===== config.mk =====
export PLATFORM = sky130hd
export DESIGN_NAME = servo_pwm_generator
export DESIGN_NICKNAME = d
export VERILOG_FILES = /design/src/rtl/servo_pwm_generator.sv
export SDC_FILE = /design/constraint.sdc
export NUM_CORES = 1
export LEC_CHECK = 0
export CAP_MARGIN = 20
export CORE_MARGIN = 2
export CORE_UTILIZATION = 35
export DETAILED_ROUTE_END_ITERATION = 10
export GPL_TIMING_DRIVEN = 0
export HOLD_SLACK_MARGIN = 0.03
export MAX_ROUTING_LAYER = met4
export PLACE_DENSITY = 0.56
export SYNTH_ARGS = -nofsm -noshare
export SYNTH_HDL_FRONTEND = slang
export SYNTH_SLANG_ARGS = --single-unit

===== constraint.sdc =====
create_clock -name clk -period 3.19 [get_ports clk]
set_clock_uncertainty 0.1 [all_clocks]
set_input_delay 0.638 -clock clk [delete_from_list [all_inputs] [get_ports clk]]
set_output_delay 0.638 -clock clk [all_outputs]
set_load 0.01 [all_outputs]

===== src/rtl/servo_pwm_generator.sv =====
// servo_pwm_generator: 50 Hz hobby-servo PWM with push-button width control.
// A microsecond prescaler drives a period counter. The pulse width is held in
// a register that only changes at the period boundary, so every period has a
// clean, constant pulse. Button edges are collected as sticky requests and
// applied once per period, saturating at the configured width limits.

module servo_pwm_generator #(
  parameter int unsigned clk_freq_hz = 50000000,
  parameter int unsigned period_us   = 20000,
  parameter int unsigned min_width   = 500,
  parameter int unsigned max_width   = 2500,
  parameter int unsigned step_us     = 10,
  parameter int unsigned init_width  = 1500
) (
  input  logic        clk,
  input  logic        rst_n,
  input  logic        inc,
  input  logic        dec,
  output logic        pwm_out,
  output logic [15:0] width_output,
  output logic        tick
);

  localparam int unsigned CLKS_PER_US = clk_freq_hz / 1000000;
  localparam int unsigned PRE_W       = $clog2(CLKS_PER_US);

  localparam logic [PRE_W-1:0] PRE_LAST = PRE_W'(CLKS_PER_US - 1);
  localparam logic [15:0]      US_LAST  = 16'(period_us - 1);
  localparam logic [16:0]      MIN_W    = 17'(min_width);
  localparam logic [16:0]      MAX_W    = 17'(max_width);
  localparam logic [16:0]      STEP     = 17'(step_us);
  localparam logic [15:0]      MIN_W16  = 16'(min_width);
  localparam logic [15:0]      MAX_W16  = 16'(max_width);
  localparam logic [15:0]      INIT_W   = 16'(init_width);

  logic [PRE_W-1:0] pre_cnt;
  logic             us_strobe;
  logic [15:0]      us_cnt;
  logic             boundary;

  logic [1:0]       inc_sync;
  logic [1:0]       dec_sync;
  logic             inc_prev;
  logic             dec_prev;
  logic             inc_rise;
  logic             dec_rise;
  logic             pend_inc;
  logic             pend_dec;

  logic [15:0]      width;
  logic [15:0]      width_next;
  logic [16:0]      sum_wide;
  logic [16:0]      diff_wide;

  assign us_strobe = (pre_cnt == PRE_LAST);
  assign boundary  = us_strobe && (us_cnt == US_LAST);

  assign inc_rise  = inc_sync[1] && !inc_prev;
  assign dec_rise  = dec_sync[1] && !dec_prev;

  // 17-bit arithmetic keeps the borrow/carry visible for clamping
  assign sum_wide  = {1'b0, width} + STEP;
  assign diff_wide = {1'b0, width} - STEP;

  assign width_output = width;

  // Microsecond prescaler: one strobe every CLKS_PER_US clocks
  always_ff @(posedge clk or negedge rst_n) begin
    if (!rst_n) begin
      pre_cnt <= '0;
    end else if (us_strobe) begin
      pre_cnt <= '0;
    end else begin
      pre_cnt <= pre_cnt + PRE_W'(1);
    end
  end

  // Period counter in microseconds, wrapping at the period boundary
  always_ff @(posedge clk or negedge rst_n) begin
    if (!rst_n) begin
      us_cnt <= '0;
    end else if (boundary) begin
      us_cnt <= '0;
    end else if (us_strobe) begin
      us_cnt <= us_cnt + 16'd1;
    end
  end

  // Two-flop synchronizers plus the previous level for edge detection
  always_ff @(posedge clk or negedge rst_n) begin
    if (!rst_n) begin
      inc_sync <= '0;
      dec_sync <= '0;
      inc_prev <= 1'b0;
      dec_prev <= 1'b0;
    end else begin
      inc_sync <= {inc_sync[0], inc};
      dec_sync <= {dec_sync[0], dec};
      inc_prev <= inc_sync[1];
      dec_prev <= dec_sync[1];
    end
  end

  // Sticky requests; an edge coinciding with the boundary carries over
  always_ff @(posedge clk or negedge rst_n) begin
    if (!rst_n) begin
      pend_inc <= 1'b0;
      pend_dec <= 1'b0;
    end else if (boundary) begin
      pend_inc <= inc_rise;
      pend_dec <= dec_rise;
    end else begin
      if (inc_rise) pend_inc <= 1'b1;
      if (dec_rise) pend_dec <= 1'b1;
    end
  end

  // Next width: a single clamped step, conflicting requests cancel out
  always_comb begin
    width_next = width;
    if (pend_inc && !pend_dec) begin
      width_next = (sum_wide > MAX_W) ? MAX_W16 : sum_wide[15:0];
    end else if (pend_dec && !pend_inc) begin
      width_next = (diff_wide[16] || (diff_wide < MIN_W)) ? MIN_W16 : diff_wide[15:0];
    end
  end

  // Width register and period tick, both updated on the boundary edge
  always_ff @(posedge clk or negedge rst_n) begin
    if (!rst_n) begin
      width <= INIT_W;
      tick  <= 1'b0;
    end else begin
      tick <= boundary;
      if (boundary) begin
        width <= width_next;
      end
    end
  end

  // Registered PWM compare against the period position
  always_ff @(posedge clk or negedge rst_n) begin
    if (!rst_n) begin
      pwm_out <= 1'b0;
    end else begin
      pwm_out <= (us_cnt < width);
    end
  end

endmodule


After elaboration in Yosys (flattened, before gate mapping). Index checks and enable logic that the tools add are counted.

Bits in registers: 48. Bits in latches: 0. Bits in writable memories: 0. Bits in read-only memories: 0. Input port bits: 4. Output and inout bits: 18. Memories kept: 0.

Add/subtract/negate cells: 4. Multipliers: 0. Divide/modulo/power cells: 0. $lt $le $gt $ge: 3. Equal/unequal tests: 2. Shift-type cells: 0. Multiplexer cells: 11. Bitwise operators: 0. Reductions and logical operators: 15.

Operators by type and width (count): $mux 16 (6); $add 16x4->17 const B (1); $gt 17x12->1 const B (1); $lt 17x9->1 const B (1); $sub 16x4->17 const B (1); $add 16x1->16 const B (1); $eq 16x15->1 const B (1); $lt 16x16->1 (1); $reduce_bool 2->1 (4); $add 6x1->6 const B (1); $eq 6x6->1 const B (1); $mux 6 (1); $logic_and 1x1->1 (5); $logic_not 1->1 (4); $mux 1 (4); $reduce_and 2->1 (1); $logic_or 1x1->1 (1).

Depth between registers and ports, before layout.
Depth after elaboration: 6. Depth in mapped cells: 13. Gate-level depth less buffers: 10.

Least setup slack after synthesis. Ideal clock, no wire load.

Path type: register to register. Start: register width[2], in the netlist width_output[2]. End: register width[6], in the netlist width_output[6]. Setup time: 0.089 ns. Arrival time: 2.562 ns. Path slack: 0.439 ns. Stages on the path, launching flop included: 14. Clock period less this slack: 2.751 ns. Cells stage by stage: dfstp_2 -> buf_2 -> inv_1 -> ha_1 -> clkbuf_1 -> nand2b_1 -> o21ai_0 -> o21ai_0 -> a221oi_1 -> a21oi_1 -> buf_2 -> o21ai_1 -> o21ai_0 -> a211oi_1.

Cells in the longest elaborated chain, start to end: 6. Elaborated cells on any way between the ends: 9.

Ends and longest elaborated chain: start: declaration (RTL line 50) `logic [15:0] width;`; start signal: assignment (RTL line 136) `width <= width_next;`; $sub 16x4->17 (RTL line 63) `assign diff_wide = {1'b0, width} - STEP;`; $lt 17x9->1 (RTL line 124) `width_next = (diff_wide[16] || (diff_wide < MIN_W)) ? MIN_W16 : diff_wide[15:0];`; $logic_or 1x1->1 (RTL line 124); $mux 16 (RTL line 124); $mux 16 (RTL line 123) `end else if (pend_dec && !pend_inc) begin`; $mux 16 (*) (RTL line 121) `if (pend_inc && !pend_dec) begin`.

Every way passes the cells marked *; elsewhere a longest branch is shown, timed or not. The select of a mux whose other input is x is not followed. A chain may end at the register's enable or synchronous reset.

Worst setup path in the final report.
Start: register width[2], in the netlist width_output[2]. End: register width[8], in the netlist width_output[8].

Same word-level chain as after synthesis.

==> impl_metrics.py <==
metrics = {
    "sta": {
        "finalHoldViolations": 0,
        "setup_slack_ps": 224.4,
        "fin_hold_ws_ps": 117.1,
        "max_clock_freq_mhz": 337.2,
        "period_minus_slack_ps": 2966,
        "setup_viol": 0,
        "drv_slew": 0,
        "rsz0062_at_grt": "false",
        "slew_headroom_pct": 33.98,
        "fin_crit_sh_pct": 92.97,
        "max_slew.worst_pin.slew_ps": 982.8,
    },
    "floorplanning": {
        "ios": 22,
        "dieWidth_um": 100.7,
        "fp.dieArea_sq_um": 10150,
        "core_area_sq_um": 9153,
        "die_h_um": 100.7,
        "rows": 35,
        "initial_core_util_pct": 35.79,
    },
    "place": {
        "portBuffers": 20,
        "dp_slack_ps": -95.59,
        "routabilityCongestion": 1.018,
        "hpwl_um": 6377,
    },
    "critical_path": {
        "crit_arrival_ps": 3100,
        "required_ps": 3320,
        "cp_max_fo": 10,
        "worst_setup_path_end_kind": "register",
        "start_kind": "register",
        "path_class": "register to register",
    },
    "layout": {
        "diodes": 0,
        "final_common_cell": "dfrtp_1",
        "syn2layout_area_growth_pct": 14.63,
        "nFillCells": 912,
        "layout-drive-gt1-share_pct": 11.71,
        "layout.nets": 434,
        "final_util_pct": 41.03,
        "final_cell_mix": "40 x dfrtp_1, 34 x nand2_1, 32 x nor2_1",
    },
    "synthesis": {
        "synth_cells": 382,
        "synth_fp_nets": 407,
        "synth.distinct_cells": 61,
        "synth_edf_count": 0,
        "yosys_warnings": 0,
        "avgSynthCellArea_sq_um": 8.575,
        "synth_ff_type": "dfrtp_1",
        "synth_area_sq_um": 3276,
        "ys_seq_area_share_pct": 36.17,
        "async_reset_ff_share_pct": 100.0,
        "synth-seq-cells": 47,
    },
    "cts": {
        "cts.reportedPaths.clkPinSlew_ps": 110,
        "clock_latency_ps": 330,
        "cts_max_path_buffers": 2,
        "numCtsBuffers": 5,
        "holdBufCountCts": 0,
        "clock_sinks": 47,
        "cts-root-buf": "clkbuf_8",
        "h-tree-depth": 2,
        "cts_tree": "built",
    },
    "pwr": {
        "p_sw_mw": 0.2632,
        "p_leak_nw": 1.587,
        "p_int_mw": 0.7687,
        "vdd_drop_max_uv": 167.7,
        "powerDensity_nw_per_um2": 274.8,
        "p_comb_share_pct": 1.8,
        "pwr-share-seq_pct": 58.2,
        "pwr-share-clk_pct": 39.9,
        "p_sw_share_pct": 25.51,
    },
    "detailed_routing": {
        "drtIter0Drc": 106,
        "drtPass1Iterations": 4,
        "antenna_left": 0,
        "vias_per_cell": 5.670,
        "drc": 0,
        "vias": 2954,
        "wl_per_cell_um": 16.07,
        "routed_wl_um": 8373,
    },
    "global_routing": {
        "track_usage_pct": 17.63,
        "grt_pass1_wl_um": 13790,
        "busiest_layer": "met2",
        "grt_pass1_vias": 2846,
        "gr-usage-met1_pct": 23.17,
        "use_met2_pct": 27.69,
        "grt_max_degree": 33,
        "antenna_found_initial": 0,
        "met3_usage_pct": 2.705,
        "overflow": 0,
    },
    "hold_path": {
        "hold_path_class": "input port to async pin",
    },
    "outcome": {
        "status": "finished, final reports clean",
    },
    "run": {
        "maxCapViolCount": 0,
    },
}
## cell usage after synthesis (3+ instances only)
cell type  number  area [sq um]
dfrtp_1        40          1001
nand2_1        34         127.6
nor2_1         32         120.1
o21ai_0        25         125.1
nand3_1        23         115.1
ha_1           21         262.8
inv_1          21         78.83
a21oi_1        20         100.1
nor3_1         20         100.1
xnor2_1        17         148.9
nand4_1        10         62.56
buf_2           9         45.04
a21o_1          7         52.55
dfstp_2         7         183.9
nor2b_1         6         37.54
o211ai_1        6         45.04
o22ai_1         6         37.54
clkbuf_1        5         18.77
o21a_1          5         37.54
and3_1          4         25.02
nor4_1          4         25.02
or3_1           4         25.02
xor2_1          4         35.03
a211oi_1        3         22.52
## repair_timing
action                     4_1_cts  5_1_grt
setup endpoints to repair        6       10
resized for setup                3        6
buffers inserted                 0        0
pin swaps                        0        2
## final cells by class
type / instances / area, sq um / area share (%)
Clock buffer: 5 / 68.82 / 1.833
Sequential cell: 47 / 1185 / 31.56
Multi-Input combinational cell: 296 / 1944 / 51.78
Buffer: 16 / 92.59 / 2.466
Tap cell: 111 / 138.9 / 3.699
Clock inverter: 3 / 27.53 / 0.7331
Inverter: 22 / 82.58 / 2.199
Timing Repair Buffer: 21 / 215.2 / 5.731
## critical path, cell delays in order, from the launching register on
cell and delay, ps:
dfstp_2 560, clkbuf_4 190, inv_1 70, ha_1 360
nor3b_1 200, o211ai_1 120, a21oi_1 180, o22ai_2 140
a21oi_2 280, buf_2 290, a32oi_1 70, o21ai_0 160
o21ai_0 140
## power by group through the flow
stage               registers [mW]  logic, mW  clock network (mW)
detailed placement           0.612     0.0203                   0
global route                 0.602     0.0226               0.445
global placement             0.612     0.0178                   0
finish                       0.601     0.0191               0.412
floorplan                    0.612    0.00183                   0
CTS                          0.601     0.0204               0.422
## logic make-up after synthesis
kind of cell	count (synthesis)	synth area share (%)
buf+inv	39	5.386
compound gates	100	21.16
fa+ha+maj	21	8.021
mux	2	0.6875
xor+xnor	21	5.615
simple gates	151	22.84
flops	47	36.17
other cells	1	0.1145
## final timing paths
check,from,endpoint,slack (ps),depth (start not counted)
worst max-delay path,width_output[2],width_output[8],220,12
worst min-delay path,rst_n,width_output[12],120,1
worst max register to register,width_output[2],width_output[8],220,12
worst min register to register,dec_sync[0],dec_sync[1],260,0
max in group asynchronous,rst_n,width_output[2],2310,2
min in group clk,dec_sync[0],dec_sync[1],260,0
## per-stage QoR
| step | instance area [sq um] | total power, mW | instances | setup TNS (ps) |
|---|---|---|---|---|
| 6_report | 3755 | 1.032 | 521 | 0 |
| 5_1_grt | 3755 | 1.069 | 521 | 0 |
| 4_1_cts | 3736 | 1.044 | 522 | 0 |
| 3_5_place_dp | 3630 | 0.6326 | 514 | -301.7 |
| 3_3_place_gp | 3615 | 0.6300 | 513 | -250.1 |
| 2_1_floorplan | 3276 | 0.6139 | 382 | 0 |
## state kept, by name, summed over array words and instances, names as in the netlist
signal,flops
inc_prev,1
pwm_out,1
dec_prev,1
us_cnt,16
pre_cnt,6
dec_sync,2
pend_dec,1
tick,1
pend_inc,1
inc_sync,2
width_output,15
## layer usage
layer	vias up	routed length [um]
met1	1414	3862
met4	0	246
li1	1438	-
met5	-	0
met3	18	382
met2	84	3880
Note: power is estimated with default switching activity, not from simulation.
